`src/rtl/bcd_counter_sync_if.sv`:
```
// Control and data bundle between a BCD counter and its user.
// The user drives the master side; the counter implements the slave side.
interface bcd_counter_sync_if #(
    parameter int DIGITS = 4
);
    logic                en;
    logic                up_dn;
    logic                load;
    logic [4*DIGITS-1:0] load_val;
    logic [4*DIGITS-1:0] q;
    logic                tc;

    modport master (output en, up_dn, load, load_val, input q, tc);
    modport slave  (input en, up_dn, load, load_val, output q, tc);
endinterface

```
`src/rtl/bcd_counter_sync.sv`:
```
// Multi-digit synchronous BCD up/down counter with prescaler, parallel load and terminal-count pulse.
// Define BCD_CNT_SAT_EN to make the counter saturate at its limits instead of wrapping.
module bcd_counter_sync #(
    parameter int DIGITS   = 4,
    parameter int PRESCALE = 10,
    parameter int PRE_W    = 4
) (
    input  logic              clk,
    input  logic              rst,
    bcd_counter_sync_if.slave bus
);
    localparam int QW = 4 * DIGITS;

    logic [PRE_W-1:0] pre_q, pre_d;
    logic [QW-1:0]    cnt_q, cnt_d;
    logic             tc_q, tc_d;
    logic             tick;
    logic [QW:0]      stepped;

    function automatic logic [QW-1:0] clamp_bcd(input logic [QW-1:0] v);
        logic [QW-1:0] r;
        r = v;
        for (int i = 0; i < DIGITS; i++) begin
            if (v[4*i +: 4] > 4'd9) r[4*i +: 4] = 4'd9;
        end
        return r;
    endfunction

    // Ripple carry/borrow across digits; the MSB of the result is the wrap flag.
    function automatic logic [QW:0] bcd_step(input logic [QW-1:0] v, input logic up);
        logic [QW-1:0] r;
        logic          c;
        logic [3:0]    d;
        r = v;
        c = 1'b1;
        for (int i = 0; i < DIGITS; i++) begin
            d = v[4*i +: 4];
            if (c) begin
                if (up) begin
                    if (d == 4'd9) d = 4'd0;
                    else begin d = d + 4'd1; c = 1'b0; end
                end else begin
                    if (d == 4'd0) d = 4'd9;
                    else begin d = d - 4'd1; c = 1'b0; end
                end
            end
            r[4*i +: 4] = d;
        end
        return {c, r};
    endfunction

    assign tick    = bus.en && (pre_q == PRE_W'(PRESCALE - 1));
    assign stepped = bcd_step(cnt_q, bus.up_dn);

    always_comb begin
        pre_d = pre_q;
        cnt_d = cnt_q;
        tc_d  = 1'b0;
        if (bus.load) begin
            cnt_d = clamp_bcd(bus.load_val);
            pre_d = '0;
        end else if (tick) begin
            pre_d = '0;
            tc_d  = stepped[QW];
`ifdef BCD_CNT_SAT_EN
            if (!stepped[QW]) cnt_d = stepped[QW-1:0];
`else
            cnt_d = stepped[QW-1:0];
`endif
        end else if (bus.en) begin
            pre_d = pre_q + PRE_W'(1);
        end
    end

    always_ff @(posedge clk or posedge rst) begin
        if (rst) begin
            pre_q <= '0;
            cnt_q <= '0;
            tc_q  <= 1'b0;
        end else begin
            pre_q <= pre_d;
            cnt_q <= cnt_d;
            tc_q  <= tc_d;
        end
    end

    assign bus.q  = cnt_q;
    assign bus.tc = tc_q;
endmodule
```
`src/flat_wrapper.sv`:
```
// flat-port wrapper written by rule: the top's interface ports become plain ports
module bcd_counter_sync_flat 
#(
    parameter int DIGITS   = 4,
    parameter int PRESCALE = 10,
    parameter int PRE_W    = 4
)
  (clk, rst, bus_en, bus_up_dn, bus_load, bus_load_val, bus_q, bus_tc);
  bcd_counter_sync_if #(.DIGITS(DIGITS)) bus_i ();
  input  logic clk;
  input  logic rst;
  input wire logic [$bits(bus_i.en)-1:0] bus_en;
  input wire logic [$bits(bus_i.up_dn)-1:0] bus_up_dn;
  input wire logic [$bits(bus_i.load)-1:0] bus_load;
  input wire logic [$bits(bus_i.load_val)-1:0] bus_load_val;
  output wire logic [$bits(bus_i.q)-1:0] bus_q;
  output wire logic [$bits(bus_i.tc)-1:0] bus_tc;
  assign bus_i.en = bus_en;
  assign bus_i.up_dn = bus_up_dn;
  assign bus_i.load = bus_load;
  assign bus_i.load_val = bus_load_val;
  assign bus_q = bus_i.q;
  assign bus_tc = bus_i.tc;
  bcd_counter_sync #(.DIGITS(DIGITS), .PRESCALE(PRESCALE), .PRE_W(PRE_W)) u_core (.clk(clk), .rst(rst), .bus(bus_i));
endmodule
```
`config.mk`:
```
export PLATFORM = sky130hd
export DESIGN_NAME = bcd_counter_sync_flat
export DESIGN_NICKNAME = d
export VERILOG_FILES = /design/src/rtl/bcd_counter_sync_if.sv /design/src/rtl/bcd_counter_sync.sv /design/src/flat_wrapper.sv
export SDC_FILE = /design/constraint.sdc
export NUM_CORES = 1
export LEC_CHECK = 0
export BUFFER_PORTS_ARGS = -buffer_cell sky130_fd_sc_hd__buf_4
export CAP_MARGIN = 10
export CORE_UTILIZATION = 59
export CTS_CLUSTER_DIAMETER = 80
export DETAILED_ROUTE_END_ITERATION = 6
export MAX_ROUTING_LAYER = met4
export PLACE_DENSITY = 0.92
export SKIP_CTS_REPAIR_TIMING = 1
export SLEW_MARGIN = 20
export SYNTH_ARGS = -nofsm -noshare
export SYNTH_HDL_FRONTEND = slang
export SYNTH_SLANG_ARGS = --single-unit
```
`constraint.sdc`:
```
create_clock -name clk -period 3.8 [get_ports clk]
set_clock_uncertainty 0.2 [all_clocks]
set_input_delay 0.19 -clock clk [delete_from_list [all_inputs] [get_ports clk]]
set_output_delay 0.19 -clock clk [all_outputs]
set_load 0.02 [all_outputs]
```
==> results.json <==
{
  "power_frac_comb_pct": 34.1,
  "ir_drop_uv": 285,
  "postRouteAntennaNets": 0,
  "synth_edf_count": 0,
  "switching_share_pct": 36.1,
  "rrSetupSlack_ns": 1.44,
  "routed-via-count": 1803,
  "drt-total-wl_um": 4140,
  "worstPathMaxFanout": 9,
  "syn_inst": 222,
  "finalMaxSlewViolations": 0,
  "leakagePower_nw": 0.936,
  "failed_checks": "design-rule violations",
  "synth_top_area_share_pct": 29.1,
  "ys_seq_area_share_pct": 29.1,
  "powerDensity_nw_per_um2": 271,
  "gp_routability_congestion": 0.851,
  "clock-sinks": 21,
  "synthTopCellsByArea": "dfrtp_1, o21ai_1, o21ai_0",
  "antenna_found_initial": 0,
  "cts_tree": "done",
  "drive_above_1_share_pct": 18.2,
  "fin_nets": 282,
  "tns_ns": 0,
  "synth-seq-cells": 21,
  "yosys.area_share.simple_pct": 22.9,
  "met1_length_um": 1790,
  "outcome": "finished, violations left",
  "synthMuxAreaShare_pct": 4.79,
  "drtIter0Drc": 52,
  "clkLatencyLatePin_ns": 0.31,
  "critPathCaptureType": "flop",
  "yosys_warnings": 0,
  "syn_nets": 245,
  "syn-cell-area_um2": 1800,
  "cts_root_buf": "clkbuf_4",
  "start_util_pct": 63.8,
  "async_flop_share_pct": 100,
  "num_rows": 19,
  "cp-start-kind": "flop",
  "cp.arrival_ns": 2.41,
  "crit_required_ns": 3.85,
  "fin_crit_sh_pct": 62.1,
  "top_layer": "met4",
  "utilization_pct": 78.5,
  "synth_top_area_cell": "dfrtp_1",
  "synth_compound_area_share_pct": 27.7,
  "worstHoldPathCells": 3,
  "ys_top_cells_by_count": "dfrtp_1, o21ai_1, o21ai_0",
  "vias_per_cell": 6.24,
  "reg2reg_depth": 7,
  "clk_pin_slew_ns": 0.12,
  "drc": 4,
  "fin_cells": 289,
  "max_cap_viol_count": 0,
  "min_from": "bus_en",
  "synth.most_common_cell": "dfrtp_1",
  "synth_top_family_by_area": "compound AO/OA/AOI/OAI gates",
  "setup_viol": 0,
  "area_delta_synth_final_pct": 23.2,
  "fin_crit_ns": 2.36,
  "finalHoldViolations": 0,
  "synth_flop_cell": "dfrtp_1",
  "grt_util_all_layers_pct": 24.9,
  "grt_max_degree": 42,
  "grt_pass1_wl_um": 6290,
  "clock_power_share_pct": 18.0,
  "ys_types": 51,
  "rsz0062_at_grt": "no",
  "h-tree-depth": 1,
  "pwr-share-seq_pct": 48.0,
  "io_pins": 38,
  "die-area_um2": 3280,
  "core_area_um2": 2830,
  "cts_buffer_depth": 2,
  "die_h_um": 57.3,
  "grt-ovfl-total": 0,
  "p_switching_uw": 218,
  "dp_hpwl_um": 2580,
  "syn_avg_cell_area_um2": 8.13,
  "die_w_um": 57.3,
  "wl_per_cell_um": 14.3,
  "critPathKind": "flop to flop",
  "met2_length_um": 2090,
  "r2r_end": "u_core.bus.q[15]",
  "antenna_cells": 0,
  "wl_met3_um": 242,
  "fmax_ghz": 0.424,
  "tightest_slew_ns": 0.832,
  "dr.pass1.iters": 6,
  "numCtsBuffers": 3,
  "hp-class": "primary input to flop",
  "io_buffers": 37,
  "place_inst": 266,
  "synth_fa_ha_area_share_pct": 1.39,
  "p_int_uw": 385,
  "grt_pass1_vias": 1469,
  "synthXorXnorAreaFrac_pct": 5.83,
  "slew_headroom_pct": 44.5,
  "r2r_start": "u_core.pre_q[1]",
  "worst_hold_path.endpoint": "u_core.pre_q[1]"
}
## cells by family (layout without fill, tap and decap cells)
group,after synthesis,after routing
DFF,21,21
muxes,8,8
AOI/OAI and AO/OA,78,78
xor gates and xnor gates,12,12
adders and majority gates,2,2
buffers and inverters,33,69
and+or+nand+nor,68,68
## metal layers
metal,vias up,GRT usage [%]
met5,-,-
met4,0,3.48
met3,4,4.76
met2,76,41.8
met1,836,32.0
li1,887,-
## layout by cell type, fill, tap and decap left out, drive strengths merged, types with 2 or more instances in the layout
master       Yosys  layout
nand2b           2       2
mux2             2       2
o21ai           40      40
mux2i            6       6
buf             12      37
xnor2            9       9
dfrtp           21      21
or4              2       2
inv              9       9
nand2           13      13
xor2             3       3
a22oi            4       4
o21a             6       6
a221oi           3       3
nand4b           5       5
and3             5       5
nand3            6       6
a22o             2       2
o22ai            3       3
a21oi            7       7
and4b            2       2
nor3             9       9
nor2            10      10
clkbuf          12       4
dlygate4sd3      0      19
nand4            2       2
ha               2       2
nand3b           7       7
o211ai           4       4
## flip-flops by register name, indices dropped and copies added, names as in the netlist
register / cells
u_core.bus.q: 16
u_core.bus.tc: 1
u_core.pre_q: 4
## metrics by stage
stage	setup slack [ns]	cell area (µm²)	total power [mW]	hold WS, ns
after CTS	1.43	2030	0.586	-0.150
final	1.44	2220	0.603	0.00465
after detailed placement	1.48	2010	0.479	0.191
after floorplan	1.78	1800	0.420	-0.0335
after global routing	1.31	2220	0.642	0.0103
after global placement	1.58	2010	0.473	0.175
## final cells by class
cell class	instances	area (µm²)
Tap cell	31	38.8
Sequential cell	21	526
Inverter	9	33.8
Clock buffer	4	26.3
Fill cell	199	607
Multi-Input combinational cell	168	1130
Timing Repair Buffer	56	468
## power groups by stage
stage / Sequential [mW] / Combinational [mW] / Clock, mW
after floorplan: 0.280 / 0.140 / 0
after detailed placement: 0.292 / 0.187 / 0
after global routing: 0.294 / 0.227 / 0.121
after CTS: 0.288 / 0.188 / 0.110
final: 0.289 / 0.205 / 0.108
after global placement: 0.291 / 0.183 / 0
## critical path, cell delays in order (launching register included)
cell	delay [ns]
dfrtp_1	0.44
inv_1	0.07
ha_1	0.17
and4b_1	0.47
o211ai_4	0.16
nor3_4	0.35
mux2_4	0.34
o21ai_2	0.10
## worst max-delay path by stage
stage / slack (ns) / startpoint / cells past startpoint / end
2_1_floorplan: 1.78 / u_core.pre_q[1] / 8 / u_core.bus.q[15]
3_3_place_gp: 1.58 / u_core.pre_q[1] / 7 / u_core.bus.q[15]
3_5_place_dp: 1.48 / u_core.pre_q[1] / 7 / u_core.bus.q[15]
4_1_cts: 1.43 / u_core.pre_q[1] / 7 / u_core.bus.q[15]
5_1_grt: 1.31 / u_core.pre_q[1] / 7 / u_core.bus.q[15]
6_report: 1.44 / u_core.pre_q[1] / 7 / u_core.bus.q[15]
Note: power is estimated with default switching activity, not from simulation.
